===== src/rtl/prt_dptx_scrm_ctl.sv =====
// Scrambler reset scheduler: swaps every INTVL-th BS / MTPH_BS for SR / MTPH_SR
// and raises the scrambler enable on the same output beat as the first SR.
module prt_dptx_scrm_ctl #(
    parameter int P_SIM      = 0,
    parameter int P_SPL      = 2,
    parameter int P_SYM_W    = 5,
    parameter int P_SR_INTVL = 512
) (
    input  logic                     CLK_IN,
    input  logic                     RST_IN,
    input  logic                     CTL_EN_IN,
    input  logic                     CTL_MST_IN,
    input  logic                     CTL_TPS_IN,
    input  logic [P_SPL*P_SYM_W-1:0] LNK_SYM_IN,
    input  logic [P_SPL*8-1:0]       LNK_DAT_IN,
    output logic [P_SPL*P_SYM_W-1:0] LNK_SYM_OUT,
    output logic [P_SPL*8-1:0]       LNK_DAT_OUT,
    output logic                     SCRM_EN_OUT,
    output logic                     STA_LOCK_OUT,
    output logic [15:0]              STA_SR_CNT_OUT
);

    localparam int INTVL = (P_SIM != 0) ? 8 : P_SR_INTVL;
    localparam int CW    = $clog2(INTVL);

    localparam logic [P_SYM_W-1:0] SYM_BS      = P_SYM_W'(1);
    localparam logic [P_SYM_W-1:0] SYM_SR      = P_SYM_W'(2);
    localparam logic [P_SYM_W-1:0] SYM_MTPH_BS = P_SYM_W'(3);
    localparam logic [P_SYM_W-1:0] SYM_MTPH_SR = P_SYM_W'(4);

    typedef enum logic [1:0] {S_IDLE, S_WAIT_BS, S_RUN} state_t;

    state_t state, state_nxt;
    logic [CW-1:0] cnt, cnt_d, cnt_walk;
    logic          mst_q;
    logic          abort, q_any, scrm_en_nxt;
    logic [2:0]    ins_n, sr_add;
    logic [16:0]   sr_sum;
    logic [P_SYM_W-1:0] q_sym, sr_sym;
    logic [P_SPL-1:0][P_SYM_W-1:0] sym_in, sym_sub, sym_nxt;

    assign sym_in       = LNK_SYM_IN;
    assign STA_LOCK_OUT = (state == S_RUN);
    assign sr_sum       = {1'b0, STA_SR_CNT_OUT} + {14'd0, sr_add};

    // Lane walk: each qualifying symbol is counted in sublane order; the one
    // seen at cnt == 0 becomes SR. WAIT_BS holds cnt at 0, so its first q is the SR.
    always_comb begin
        q_sym    = CTL_MST_IN ? SYM_MTPH_BS : SYM_BS;
        sr_sym   = CTL_MST_IN ? SYM_MTPH_SR : SYM_SR;
        sym_sub  = sym_in;
        cnt_walk = cnt;
        q_any    = 1'b0;
        ins_n    = '0;
        for (int i = 0; i < P_SPL; i++) begin
            if (sym_in[i] == q_sym) begin
                q_any = 1'b1;
                if (cnt_walk == '0) begin
                    sym_sub[i] = sr_sym;
                    ins_n      = ins_n + 3'd1;
                end
                cnt_walk = cnt_walk + CW'(1);
            end
        end
    end

    always_comb begin
        abort       = !CTL_EN_IN || CTL_TPS_IN || (CTL_MST_IN != mst_q);
        state_nxt   = state;
        cnt_d       = cnt;
        sym_nxt     = sym_in;
        scrm_en_nxt = 1'b0;
        sr_add      = '0;
        case (state)
            S_IDLE: begin
                cnt_d = '0;
                if (CTL_EN_IN && !CTL_TPS_IN)
                    state_nxt = S_WAIT_BS;
            end
            S_WAIT_BS: begin
                if (abort) begin
                    state_nxt = S_IDLE;
                    cnt_d     = '0;
                end else if (q_any) begin
                    state_nxt   = S_RUN;
                    cnt_d       = cnt_walk;
                    sym_nxt     = sym_sub;
                    scrm_en_nxt = 1'b1;
                    sr_add      = ins_n;
                end
            end
            S_RUN: begin
                if (abort) begin
                    state_nxt = S_IDLE;
                    cnt_d     = '0;
                end else begin
                    cnt_d       = cnt_walk;
                    sym_nxt     = sym_sub;
                    scrm_en_nxt = 1'b1;
                    sr_add      = ins_n;
                end
            end
            default: begin
                state_nxt = S_IDLE;
                cnt_d     = '0;
            end
        endcase
    end

    always_ff @(posedge CLK_IN) begin
        if (RST_IN) begin
            state          <= S_IDLE;
            cnt            <= '0;
            mst_q          <= 1'b0;
            LNK_SYM_OUT    <= '0;
            LNK_DAT_OUT    <= '0;
            SCRM_EN_OUT    <= 1'b0;
            STA_SR_CNT_OUT <= '0;
        end else begin
            state          <= state_nxt;
            cnt            <= cnt_d;
            mst_q          <= CTL_MST_IN;
            LNK_SYM_OUT    <= sym_nxt;
            LNK_DAT_OUT    <= LNK_DAT_IN;
            SCRM_EN_OUT    <= scrm_en_nxt;
            STA_SR_CNT_OUT <= sr_sum[16] ? 16'hFFFF : sr_sum[15:0];
        end
    end

endmodule


===== config.mk =====
export PLATFORM = sky130hd
export DESIGN_NAME = prt_dptx_scrm_ctl
export DESIGN_NICKNAME = d
export VERILOG_FILES = /design/src/rtl/prt_dptx_scrm_ctl.sv
export SDC_FILE = /design/constraint.sdc
export NUM_CORES = 1
export LEC_CHECK = 0
export CAP_MARGIN = 20
export CORE_MARGIN = 2
export CORE_UTILIZATION = 40
export CTS_BUF_LIST = sky130_fd_sc_hd__clkbuf_16
export CTS_CLUSTER_DIAMETER = 200
export DETAILED_ROUTE_END_ITERATION = 10
export GPL_TIMING_DRIVEN = 0
export PLACE_DENSITY = 0.68
export SLEW_MARGIN = 20
export SYNTH_ARGS = -nofsm -noshare
export SYNTH_HDL_FRONTEND = slang
export SYNTH_SLANG_ARGS = --single-unit

===== constraint.sdc =====
create_clock -name CLK_IN -period 6.5 [get_ports CLK_IN]
set_clock_uncertainty 0.15 [all_clocks]
set_input_delay 0.65 -clock CLK_IN [delete_from_list [all_inputs] [get_ports CLK_IN]]
set_output_delay 0.65 -clock CLK_IN [all_outputs]
set_load 0.02 [all_outputs]

==> qor.yml <==
timing:
  setup-tns-final_ns: 0
  fin_crit_ns: 5.254
  slew_headroom: 0.4955
  fin_crit_sh: 0.8083
  rsz0062_at_grt: "false"
  setup_violations: 0
  worst_slack_ns: 1.246
  fmax_mhz: 190.3
  worstMarginPinSlew_ns: 0.7462
  slew_viol_final: 0
  finalHoldViolations: 0
logic_synthesis:
  ys_ff_latch: 55
  syn_area_per_cell_um2: 8.774
  syn_area_um2: 2781
  synth_top_area_share: 0.3959
  ys.flop_type: "dfxtp_1"
  synth_cell_type_count: 51
  synth_edf_count: 0
  ys_seq_area_frac: 0.3959
  synth_nets: 359
  ys.warnings.count: 0
  synth.top_cells.by_area: "dfxtp_1 (40%), xnor2_1 (4.7%), a21oi_1 (4.5%)"
  async_flop_share: 0
  syn_inst: 317
  yosysTopAreaCell: "dfxtp_1"
critical_path:
  crit_fanout: 10
  crit_chain: "clkdlybuf4s50_1 -> or4b_4 -> buf_6 -> nor2_2 -> buf_4 -> nor2_1 -> a21oi_1 -> ha_1 -> o2111ai_1 -> nor3_1 -> ha_1 -> mux2i_1 -> nor3_1 -> ha_1 -> inv_1 -> fa_1 -> nor2_1 -> nand3_1 -> or3_1 -> clkbuf_1 -> a21oi_1"
  cpMostUsedCell: "ha_1"
  cp-startpoint: "LNK_SYM_IN[3]"
  reg2reg_slack_ns: 1.88
  reg2reg_depth: 18
  cpPeakStageDelay_ns: 0.55
  cp-endpoint: "STA_SR_CNT_OUT[13]$_SDFF_PP0_"
  cp_data_required_time_ns: 6.57
  worst_ep_arrival_time_ns: 5.33
  cp-start-kind: "input port"
  r2r-start: "cnt[0]$_SDFFE_PP0N_"
  r2r-end: "STA_SR_CNT_OUT[13]$_SDFF_PP0_"
  slowest_stage: "or4b_4"
  crit_type: "input port to flip-flop"
  end_kind: "flip-flop"
floorplanning:
  start_util: 0.4117
  placementRows: 30
  pin_count: 75
  die_w_um: 87.39
  die_y_um: 87.39
  die_area_um2: 7636
  core_um2: 6756
clock_tree:
  htreeDepth: 2
  clk_latency_ns: 0.30
  postCtsSetupBuffers: 0
  path_clk_slew_ns: 0.07
  cts-root-buf: "clkbuf_16"
  cts_sinks: 55
  cts_buffers: 5
  cts_tree: "yes"
  hold_buffers: 0
  postCtsResizedCells: 0
  clock_path_buffers: 2
global_routing:
  gr-total-overflow: 0
  grt_start_max_net_pins: 18
  grt_usage: 0.1771
  grt_pass1_vias: 2230
  grt_antenna_before_repair: 0
  grt_pass1_wl_mm: 10.67
power_and_ir_drop:
  irDropWorstVdd_mv: 0.1099
  p_per_area_nw_per_um2: 195.2
  power_leakage_nw: 1.377
  p_total_mw: 0.7376
placed_design:
  io_buffers: 73
  hpwl_mm: 4.971
  dp_slack_ns: 0.9603
  gp_congestion: 0.8777
layout:
  seqCellArea_um2: 1101
  final_common_cell: "clkdlybuf4s50_1"
  nFillCells: 635
  antenna_cells: 0
  nets: 439
  most-common-layout-cells: "clkdlybuf4s50_1 (73), dfxtp_1 (55), nor2_1 (28), a21oi_1 (25), nor2b_1 (20)"
  area_growth_syn_to_layout_pct: 35.90
  multi_input_area_um2: 1556
  layout-drive-gt1-share: 0.05276
route:
  drtPass1Iterations: 4
  wl_mm: 6.585
  vias: 2473
  postRouteAntennaNets: 0
  remaining_drc_errors: 0
  via_per_inst: 5.174
  wl_per_cell_um: 13.78
  drt_iter0_markers: 91
hold_path:
  hold_path.class: "flip-flop to flip-flop"
  worstHoldPathCells: 2
outcome:
  run_status: "finished clean"
job:
  cap_violations: 0
[through the flow]
step	hold slack, ns	util	instances	cell area [µm²]
after floorplan	0.3203	-	317	2781
after global placement	0.3315	0.5346	470	3612
after detailed placement	0.3498	0.5346	470	3612
after CTS	0.3599	0.5594	478	3780
after global routing	0.3951	0.5594	478	3780
final	0.3619	0.5594	478	3780
[flip-flops by register name (all words and copies together), names as in the netlist]
signal,flops
LNK_DAT_OUT,16
LNK_SYM_OUT,10
SCRM_EN_OUT,1
STA_SR_CNT_OUT,16
cnt,9
mst_q,1
state,2
[cell usage after synthesis (all sizes together) (6+ instances only)]
cell and instances:
a21oi 26, and2 8, and3 8, buf 6, clkbuf 9, dfxtp 55, ha 10, inv 14
nand2 17, nand3 10, nand4 7, nor2 29, nor2b 20, nor3 7, nor4 7, o21ai 11
xnor2 15, xor2 13
[cell type report]
type,count,area share
multi-input combinational,233,0.4118
inverter,14,0.01390
tap,80,0.02648
timing repair buffer,73,0.1933
clock inverter,3,0.01125
sequential,55,0.2913
clock buffer,5,0.03310
buffer,15,0.01887
[report_power, final]
| group | total (mW) | switching [mW] | internal [mW] |
|---|---|---|---|
| clock | 0.304 | 0.122 | 0.182 |
| sequential | 0.350 | 0.00263 | 0.347 |
| combinational | 0.0845 | 0.0410 | 0.0435 |
[worst max-delay path, delay by kind of cell]
kind / cells / cell delay (ns)
compound gates: 3 / 0.58
buf+inv: 5 / 1.12
fa+ha+maj: 4 / 0.98
simple gates: 8 / 1.94
mux: 1 / 0.06
[metal layers]
metal,vias to the layer above,share of wire,GRT usage
met5,-,0,0
met4,0,0.012,0.05035
met3,7,0.057,0.04645
met2,69,0.46,0.2899
met1,1135,0.47,0.2295
li1,1262,-,-
[worst min-delay path by stage]
stage | from | end | slack, ns
after CTS | state[1]$_SDFFE_PP0P_ | state[1]$_SDFFE_PP0P_ | 0.36
after global placement | state[1]$_SDFFE_PP0P_ | state[1]$_SDFFE_PP0P_ | 0.33
after global routing | state[1]$_SDFFE_PP0P_ | state[1]$_SDFFE_PP0P_ | 0.40
after floorplan | state[1]$_SDFFE_PP0P_ | state[1]$_SDFFE_PP0P_ | 0.32
after detailed placement | state[1]$_SDFFE_PP0P_ | state[1]$_SDFFE_PP0P_ | 0.35
final | state[1]$_SDFFE_PP0P_ | state[1]$_SDFFE_PP0P_ | 0.36
[kinds of logic after synthesis]
kind of cell	Yosys count	share of synthesized area
flip-flops	55	0.3959
multiplexers	4	0.01440
buffers and inverters	29	0.04453
adder cells (fa/ha/maj)	11	0.05218
XOR/XNOR	28	0.09087
AO/OA/AOI/OAI	59	0.1296
AND/OR/NAND/NOR	131	0.2726
(Power assumes the default switching activity.)
